## config.mk

```make
export PLATFORM = sky130hd
export DESIGN_NAME = alu_issue_queue
export DESIGN_NICKNAME = d
export VERILOG_FILES = /design/src/rtl/alu_issue_queue_pkg.sv /design/src/rtl/alu_issue_queue_rs_age_select.sv /design/src/rtl/alu_issue_queue.sv
export SDC_FILE = /design/constraint.sdc
export NUM_CORES = 2
export LEC_CHECK = 0
export BUFFER_PORTS_ARGS = -buffer_cell sky130_fd_sc_hd__buf_2
export CAP_MARGIN = 5
export CORE_UTILIZATION = 36
export DETAILED_ROUTE_END_ITERATION = 8
export GPL_ROUTABILITY_DRIVEN = 0
export PLACE_DENSITY = 0.56
export SLEW_MARGIN = 25
export SYNTH_ARGS = -nofsm -noshare
export SYNTH_HDL_FRONTEND = slang
export SYNTH_HIERARCHICAL = 1
export SYNTH_SLANG_ARGS = --single-unit
```

## constraint.sdc

```tcl
create_clock -name clk -period 4.25 [get_ports clk]
set_input_delay 0 -clock clk [delete_from_list [all_inputs] [get_ports clk]]
set_output_delay 0 -clock clk [all_outputs]
set_load 0.02 [all_outputs]
```

## src/rtl/alu_issue_queue_pkg.sv

```systemverilog
// Shared ALU opcode encodings and default sizing for the ALU issue queue.
package alu_issue_queue_pkg;

  localparam int ALU_OP_WIDTH   = 4;
  localparam int ROB_SIZE_WIDTH = 3;
  localparam int RS_SIZE        = 8;

  typedef enum logic [ALU_OP_WIDTH-1:0] {
    ALU_OP_ADD  = 4'd0,
    ALU_OP_SUB  = 4'd1,
    ALU_OP_AND  = 4'd2,
    ALU_OP_OR   = 4'd3,
    ALU_OP_XOR  = 4'd4,
    ALU_OP_SLL  = 4'd5,
    ALU_OP_SRL  = 4'd6,
    ALU_OP_SRA  = 4'd7,
    ALU_OP_SLT  = 4'd8,
    ALU_OP_SLTU = 4'd9,
    ALU_OP_BEQ  = 4'd10,
    ALU_OP_BNE  = 4'd11,
    ALU_OP_BLT  = 4'd12,
    ALU_OP_BGE  = 4'd13,
    ALU_OP_BLTU = 4'd14,
    ALU_OP_BGEU = 4'd15
  } alu_op_e;

endpackage

```

## src/rtl/alu_issue_queue_rs_age_select.sv

```systemverilog
// Oldest-ready picker: grants the ready entry that no other ready entry is older than.
// Age matrix is flattened row-major; bit [j*N+i] set means entry j is older than entry i.
module alu_issue_queue_rs_age_select #(
  parameter int N     = 8,
  parameter int IDX_W = 3
) (
  input  logic [N-1:0]     i_ready,
  input  logic [N*N-1:0]   i_age,
  output logic [N-1:0]     o_grant,
  output logic [IDX_W-1:0] o_idx,
  output logic             o_any
);

  logic [N-1:0]     w_grant;
  logic [IDX_W-1:0] w_idx;

  for (genvar gi = 0; gi < N; gi++) begin : g_row
    logic [N-1:0] w_older;
    for (genvar gj = 0; gj < N; gj++) begin : g_col
      assign w_older[gj] = i_ready[gj] & i_age[gj*N + gi];
    end
    assign w_grant[gi] = i_ready[gi] & ~|w_older;
  end

  // Grant is one-hot, so OR-ing the indices of set bits is a binary encode.
  always_comb begin
    w_idx = '0;
    for (int i = 0; i < N; i++) begin
      if (w_grant[i]) w_idx = w_idx | IDX_W'(i);
    end
  end

  assign o_grant = w_grant;
  assign o_idx   = w_idx;
  assign o_any   = |i_ready;

endmodule

```

## src/rtl/alu_issue_queue.sv

```systemverilog
// Age-ordered ALU reservation station with multi-channel CDB wakeup and insert bypass,
// issuing the oldest ready entry through a valid/ready output register.
module alu_issue_queue
  import alu_issue_queue_pkg::*;
#(
  parameter int RS_DEPTH  = RS_SIZE,
  parameter int XLEN      = 32,
  parameter int ROB_IDX_W = ROB_SIZE_WIDTH,
  parameter int OP_W      = ALU_OP_WIDTH,
  parameter int NUM_CDB   = 2
) (
  input  logic                            clk,
  input  logic                            rst_n,
  input  logic                            flush,
  input  logic                            stall,
  input  logic                            in_valid,
  input  logic [OP_W-1:0]                 in_op,
  input  logic [ROB_IDX_W-1:0]            in_rob_id,
  input  logic                            in_rdy1,
  input  logic [XLEN-1:0]                 in_val1,
  input  logic [ROB_IDX_W-1:0]            in_tag1,
  input  logic                            in_rdy2,
  input  logic [XLEN-1:0]                 in_val2,
  input  logic [ROB_IDX_W-1:0]            in_tag2,
  input  logic [NUM_CDB-1:0]              cdb_valid,
  input  logic [NUM_CDB*ROB_IDX_W-1:0]    cdb_tag,
  input  logic [NUM_CDB*XLEN-1:0]         cdb_val,
  output logic                            rs_full,
  output logic [$clog2(RS_DEPTH+1)-1:0]   rs_count,
  output logic                            iss_valid,
  input  logic                            iss_ready,
  output logic [OP_W-1:0]                 iss_op,
  output logic [XLEN-1:0]                 iss_val1,
  output logic [XLEN-1:0]                 iss_val2,
  output logic [ROB_IDX_W-1:0]            iss_rob_id
);

  localparam int IDX_W = $clog2(RS_DEPTH);
  localparam int CNT_W = $clog2(RS_DEPTH+1);

  logic [RS_DEPTH-1:0]  r_busy, r_rdy1, r_rdy2;
  logic [RS_DEPTH-1:0]  r_age  [RS_DEPTH];
  logic [OP_W-1:0]      r_op   [RS_DEPTH];
  logic [ROB_IDX_W-1:0] r_rob  [RS_DEPTH];
  logic [ROB_IDX_W-1:0] r_tag1 [RS_DEPTH];
  logic [ROB_IDX_W-1:0] r_tag2 [RS_DEPTH];
  logic [XLEN-1:0]      r_val1 [RS_DEPTH];
  logic [XLEN-1:0]      r_val2 [RS_DEPTH];

  logic                 r_iss_valid;
  logic [OP_W-1:0]      r_iss_op;
  logic [XLEN-1:0]      r_iss_val1, r_iss_val2;
  logic [ROB_IDX_W-1:0] r_iss_rob;

  logic [RS_DEPTH-1:0]          w_ready, w_grant, w_ins;
  logic [RS_DEPTH*RS_DEPTH-1:0] w_age_flat;
  logic [IDX_W-1:0]             w_grant_idx, w_free_idx;
  logic                         w_any_ready, w_load, w_issue, w_accept, w_full;
  logic [CNT_W-1:0]             w_count;
  logic [XLEN:0]                w_wk1 [RS_DEPTH];
  logic [XLEN:0]                w_wk2 [RS_DEPTH];
  logic [XLEN:0]                w_byp1, w_byp2;

  // Returns {hit, value}; scanning high to low lets the lowest matching channel win.
  function automatic logic [XLEN:0] cdb_lookup(input logic [ROB_IDX_W-1:0] tag);
    logic [XLEN:0] res;
    res = '0;
    for (int k = NUM_CDB-1; k >= 0; k--) begin
      if (cdb_valid[k] && (cdb_tag[k*ROB_IDX_W +: ROB_IDX_W] == tag))
        res = {1'b1, cdb_val[k*XLEN +: XLEN]};
    end
    return res;
  endfunction

  assign w_ready  = r_busy & r_rdy1 & r_rdy2;
  assign w_load   = ~r_iss_valid | iss_ready;
  assign w_issue  = w_load & w_any_ready;
  assign w_full   = (w_count == CNT_W'(RS_DEPTH));
  assign w_accept = in_valid & ~stall & ~w_full & ~flush;
  assign w_byp1   = cdb_lookup(in_tag1);
  assign w_byp2   = cdb_lookup(in_tag2);

  always_comb begin
    w_count = '0;
    for (int i = 0; i < RS_DEPTH; i++) w_count = w_count + CNT_W'(r_busy[i]);
  end

  // Lowest free slot, judged on registered busy so a slot issued this cycle stays taken.
  always_comb begin
    w_free_idx = '0;
    for (int i = RS_DEPTH-1; i >= 0; i--) begin
      if (!r_busy[i]) w_free_idx = IDX_W'(i);
    end
  end

  for (genvar gi = 0; gi < RS_DEPTH; gi++) begin : g_ent
    assign w_ins[gi] = w_accept && (w_free_idx == IDX_W'(gi));
    assign w_wk1[gi] = cdb_lookup(r_tag1[gi]);
    assign w_wk2[gi] = cdb_lookup(r_tag2[gi]);
    assign w_age_flat[gi*RS_DEPTH +: RS_DEPTH] = r_age[gi];
  end

  alu_issue_queue_rs_age_select #(
    .N     (RS_DEPTH),
    .IDX_W (IDX_W)
  ) u_sel (
    .i_ready (w_ready),
    .i_age   (w_age_flat),
    .o_grant (w_grant),
    .o_idx   (w_grant_idx),
    .o_any   (w_any_ready)
  );

  always_ff @(posedge clk or negedge rst_n) begin
    if (!rst_n) begin
      r_busy      <= '0;
      r_rdy1      <= '0;
      r_rdy2      <= '0;
      r_iss_valid <= 1'b0;
      r_iss_op    <= '0;
      r_iss_val1  <= '0;
      r_iss_val2  <= '0;
      r_iss_rob   <= '0;
      for (int i = 0; i < RS_DEPTH; i++) r_age[i] <= '0;
    end else if (flush) begin
      r_busy      <= '0;
      r_iss_valid <= 1'b0;
      for (int i = 0; i < RS_DEPTH; i++) r_age[i] <= '0;
    end else begin
      if (w_load) begin
        r_iss_valid <= w_any_ready;
        if (w_any_ready) begin
          r_iss_op   <= r_op[w_grant_idx];
          r_iss_val1 <= r_val1[w_grant_idx];
          r_iss_val2 <= r_val2[w_grant_idx];
          r_iss_rob  <= r_rob[w_grant_idx];
        end
      end
      for (int i = 0; i < RS_DEPTH; i++) begin
        if (w_ins[i]) begin
          r_busy[i] <= 1'b1;
          r_rdy1[i] <= in_rdy1 | w_byp1[XLEN];
          r_rdy2[i] <= in_rdy2 | w_byp2[XLEN];
          r_age[i]  <= '0;
        end else begin
          if (w_issue && w_grant[i]) r_busy[i] <= 1'b0;
          if (r_busy[i] && !r_rdy1[i] && w_wk1[i][XLEN]) r_rdy1[i] <= 1'b1;
          if (r_busy[i] && !r_rdy2[i] && w_wk2[i][XLEN]) r_rdy2[i] <= 1'b1;
          if (w_accept) r_age[i][w_free_idx] <= r_busy[i];
        end
      end
    end
  end

  // Payload is qualified by busy/rdy, so it needs no reset.
  always_ff @(posedge clk) begin
    for (int i = 0; i < RS_DEPTH; i++) begin
      if (w_ins[i]) begin
        r_op[i]   <= in_op;
        r_rob[i]  <= in_rob_id;
        r_tag1[i] <= in_tag1;
        r_tag2[i] <= in_tag2;
        r_val1[i] <= in_rdy1 ? in_val1 : w_byp1[XLEN-1:0];
        r_val2[i] <= in_rdy2 ? in_val2 : w_byp2[XLEN-1:0];
      end else begin
        if (r_busy[i] && !r_rdy1[i] && w_wk1[i][XLEN]) r_val1[i] <= w_wk1[i][XLEN-1:0];
        if (r_busy[i] && !r_rdy2[i] && w_wk2[i][XLEN]) r_val2[i] <= w_wk2[i][XLEN-1:0];
      end
    end
  end

  assign rs_full    = w_full;
  assign rs_count   = w_count;
  assign iss_valid  = r_iss_valid;
  assign iss_op     = r_iss_op;
  assign iss_val1   = r_iss_val1;
  assign iss_val2   = r_iss_val2;
  assign iss_rob_id = r_iss_rob;

endmodule
```

==> metrics.md <==
| Metric | Value |
|---|---|
| Critical Path RT | 4.70 ns |
| Initial DRC count | 3880 |
| Final setup vio count | 64 |
| Routed wire per std cell | 30.71 µm |
| Remaining routing DRC violations | 0 |
| FILL cells | between 10000 and 15000 |
| Initial antenna violation count | 11 |
| Die area | between 100000 and 150000 µm² |
| Hold Path Depth | 5 |
| Final WS setup | -0.1751 ns |
| Hold path startpoint | in_val2[12] |
| Clock skew | between 0.04 and 0.05 ns |
| Via density | 6.150 |
| R2R Setup Slk | -0.18 ns |
| Endpoint type of the worst setup path | flop |
| Leakage | roughly 18 nW |
| Peak Freq | 226.0 MHz |
| HPWL after DPL | slightly below 100000 µm |
| Fraction of registers with async set/reset | 0.2062 |
| First-pass GRT wire length | between 200000 and 250000 µm |
| IO Pins | 234 |
| Worst r2r path cells | 17 |
| Critical path fanouts, max | 5 |
| Commonest cells post-synth | edfxtp_1, nor2_1, a221o_1 |
| Unrepaired setup endpoints after global routing | true |
| Nets | 3783 |
| Maximum VDD drop | between 200 and 300 µV |
| Number of distinct library cells after synthesis | 60 |
| Sequential cell fraction of total power | 0.446 |
| Core footprint | 112300 µm² |
| Clock share of power | 0.419 |
| Crit path cell chain | fa_1 -> inv_2 -> fa_1 -> fa_1 -> inv_2 -> ha_4 -> inv_2 -> fa_1 -> nand4bb_1 -> o21ai_1 -> buf_4 -> buf_6 -> o211a_4 -> a21oi_4 -> buf_12 -> clkbuf_16 -> a221o_1 |
| Post-synthesis register bit count | 776 |
| CTS max path bufs | 3 |
| Slowest Stage Delay on Critical Path | approximately 0.56 ns |
| CTS Buf Count | 89 |
| Crit path top cell by count | fa_1 |
| Cell with the most instances after synthesis | edfxtp_1 |
| Yosys top cell area share | 0.4543 |
| Slew HR | 0.2349 |
| DRT antenna net count | 0 |
| Comb pwr share | 0.135 |
| Internal power | 14.43 mW |
| Failing checks | negative setup slack |
| Worst-margin pin slew | between 1 and 1.5 ns |
| CTS tree | done |
| Worst path slowest cell | fa_1 |
| Worst path bufs/invs | 7 |
| Status | finished with violations |
| Worst R2R End | r_val1[0][27]$_DFFE_PP_ |
| Synth Instances | 3265 |
| Setup TNS | -8.906 ns |
| Clk Latency, worst-skew pair | ~0.7 ns |
| PD cells | 386.0 nW/µm² |
| Switching power share of the total | 0.2651 |
| Max-slew violations | 0 |
| Post-synth top flop | edfxtp_1 |
| Net Count, Synth | 3429 |
| Sequential fraction of the synthesis area | 0.5527 |
| Hold crit path type | in -> reg |
| PortBufs | 233 |
| Min-Delay Endpoint | r_val2[0][12]$_DFFE_PP_ |
| Height of the die | 338.3 µm |
| Row count | 123 |
| Gr ovfl total | 0 |
| Initial Utilization | 0.3624 |
| Number of global-route vias before repair | 31460 |
| H-tree depth | 3 |
| Share of post-route cells with drive strength above 1 | 0.2435 |
| TritonRoute pass-1 iters | 8 |
| Inst Count DP | 4817 |
| Pin count of the biggest net entering global routing | 87 |
| Num Clock Sinks | 776 |
| Area leader, netlist | edfxtp_1 |
| Area growth, synth to finish | 24.97% |
| Max Cap Viol | 0 |
| Number of synthesized flops with an enable pin | 616 |
| Pwr Total | 19.64 mW |
| Setup CP Type | reg -> reg |
| Via count | around 32000 |
| Tmin final | 4.425 ns |
| Sw Pwr | 5.206 mW |
| Startpoint types | flop |
| Worst Setup SP | r_busy[3]$_DFFE_PN0P_ |
| Yosys warnings | 6 |
| Reg-to-reg critical path startpoint | r_busy[3]$_DFFE_PN0P_ |
| Total Wirelength | 159700 µm |
| Post-synthesis area per instance | 12.47 µm² |
| Endpoints failing hold | 0 |
| WP data arrival | 4.87 ns |
| CTS root buffer | clkbuf_16 |
| Synth top area cells | edfxtp_1, a221o_1, dfrtp_1 |
| Die W | around 340 µm |
| Syn Std Cell Area | 40720 µm² |
| Period utilisation layout | 1.041 |
| Non-Filler Instances | slightly above 5000 |
| Tot GR Track Use | 0.2669 |
| CP delay by family, top | adder cells |
| Clk pin slew, worst setup/hold paths | 0.06 ns |
## through the flow
stage	worst slack (ns)	area (µm²)	hold slack, ns	util
after global routing	-0.3378	50880	0.03977	0.4529
after detailed placement	-0.6424	44720	0.1341	0.3980
after global placement	-0.5849	44690	0.1443	0.3978
after CTS	-0.2117	49940	0.0001996	0.4445
after floorplan	-0.2551	40720	-0.2956	-
final	-0.1751	50880	0.02114	0.4529
## worst register-to-register path, cell delays in order (launching register included)
cell       delay, ns
dfrtp_1         0.40
fa_1            0.56
inv_2           0.04
fa_1            0.52
fa_1            0.43
inv_2           0.09
ha_4            0.13
inv_2           0.04
fa_1            0.52
nand4bb_1       0.15
o21ai_1         0.16
buf_4           0.19
buf_6           0.12
o211a_4         0.18
a21oi_4         0.04
buf_12          0.19
clkbuf_16       0.17
a221o_1         0.31
## cells by family (layout without fill, tap and decap cells)
| group | count (synthesis) | after routing | synth area share |
|---|---|---|---|
| AND/OR/NAND/NOR | 891 | 891 | 0.09419 |
| AO/OA/AOI/OAI | 829 | 830 | 0.1796 |
| flip-flops | 776 | 776 | 0.5527 |
| buffers and inverters | 426 | 856 | 0.04782 |
| multiplexers | 227 | 227 | 0.09944 |
| XOR/XNOR | 109 | 109 | 0.02345 |
| adder cells (fa/ha/maj) | 7 | 7 | 0.002889 |
| other | 0 | 3 | 0 |
## what timing repair did
action	4_1_cts	5_1_grt
resized for setup	41	73
gates cloned	6	23
hold endpoints to repair	721	0
pin swaps	11	15
hold buffers	155	0
buffers inserted	16	13
endpoints found under the setup margin	742	752
## worst max-delay path by stage
| stage | endpoint | slack [ns] | cells past startpoint |
|---|---|---|---|
| 3_5_place_dp | r_val2[0][2]$_DFFE_PP_ | -0.64 | 15 |
| 4_1_cts | r_val1[0][30]$_DFFE_PP_ | -0.21 | 17 |
| 6_report | r_val1[0][27]$_DFFE_PP_ | -0.18 | 17 |
| 2_1_floorplan | r_val1[0][0]$_DFFE_PP_ | -0.26 | 12 |
| 5_1_grt | r_val1[0][28]$_DFFE_PP_ | -0.34 | 17 |
| 3_3_place_gp | r_val1[0][16]$_DFFE_PP_ | -0.58 | 15 |
## metal layers
layer  track usage  up-vias  wire length, µm
li1              -    13530                -
met1        0.3507    16150            62410
met2        0.4309     1947            75230
met3       0.05290      352            15670
met4        0.1094        2             6358
met5             0        -               13
## sequential cells by signal, summed over array words and instances (netlist names)
| name | flops |
|---|---|
| iss_val2 | 32 |
| r_busy | 8 |
| r_tag1 | 24 |
| iss_val1 | 32 |
| iss_op | 4 |
| r_age | 64 |
| iss_valid | 1 |
| r_val2 | 256 |
| r_val1 | 256 |
| r_rdy1 | 8 |
| iss_rob_id | 3 |
| r_tag2 | 24 |
| r_op | 32 |
| r_rob | 24 |
| r_rdy2 | 8 |
## final cells by class
| cell class | instances | area [µm²] | area share |
|---|---|---|---|
| Antenna cell | 3 | 7.507 | 0.0001475 |
| Clock buffer | 125 | 2505 | 0.04923 |
| Clock inverter | 43 | 610.6 | 0.01200 |
| Inverter | 31 | 116.4 | 0.002287 |
| Multi-Input combinational cell | 2064 | 16980 | 0.3337 |
| Sequential cell | 776 | 22500 | 0.4422 |
| Tap cell | 1500 | 1877 | 0.03689 |
| Timing Repair Buffer | 657 | 6282 | 0.1235 |
## cell usage in the layout, fill, tap and decap left out, types with 8 or more instances in the layout
cell,n
a21o_1,18
a21oi_1,30
a21oi_4,31
a221o_1,512
a22oi_1,25
a31oi_1,63
and2_1,71
and3_1,12
buf_12,76
buf_16,9
buf_2,232
buf_4,141
buf_6,20
bufinv_16,11
clkbuf_1,24
clkbuf_16,107
clkbuf_8,11
clkinv_2,15
dfrtp_1,160
dlygate4sd3_1,154
edfxtp_1,616
inv_1,23
mux2i_1,85
mux4_2,142
nand2_1,98
nand2_2,8
nand2_8,14
nand2b_1,16
nand4_1,34
nor2_1,566
nor2_4,14
nor3_1,14
o21a_1,15
o21ai_0,79
o22a_1,16
xnor2_1,109
## power by group through the flow
stage               registers [mW]  clock network, mW  logic [mW]
floorplan                     9.25                  0        1.17
global placement              8.91                  0        2.43
detailed placement            8.92                  0        2.47
CTS                           8.76               8.30        2.63
global route                  8.80               8.59        2.85
finish                        8.76               8.24        2.64
Power figures use the tool's default switching activity.
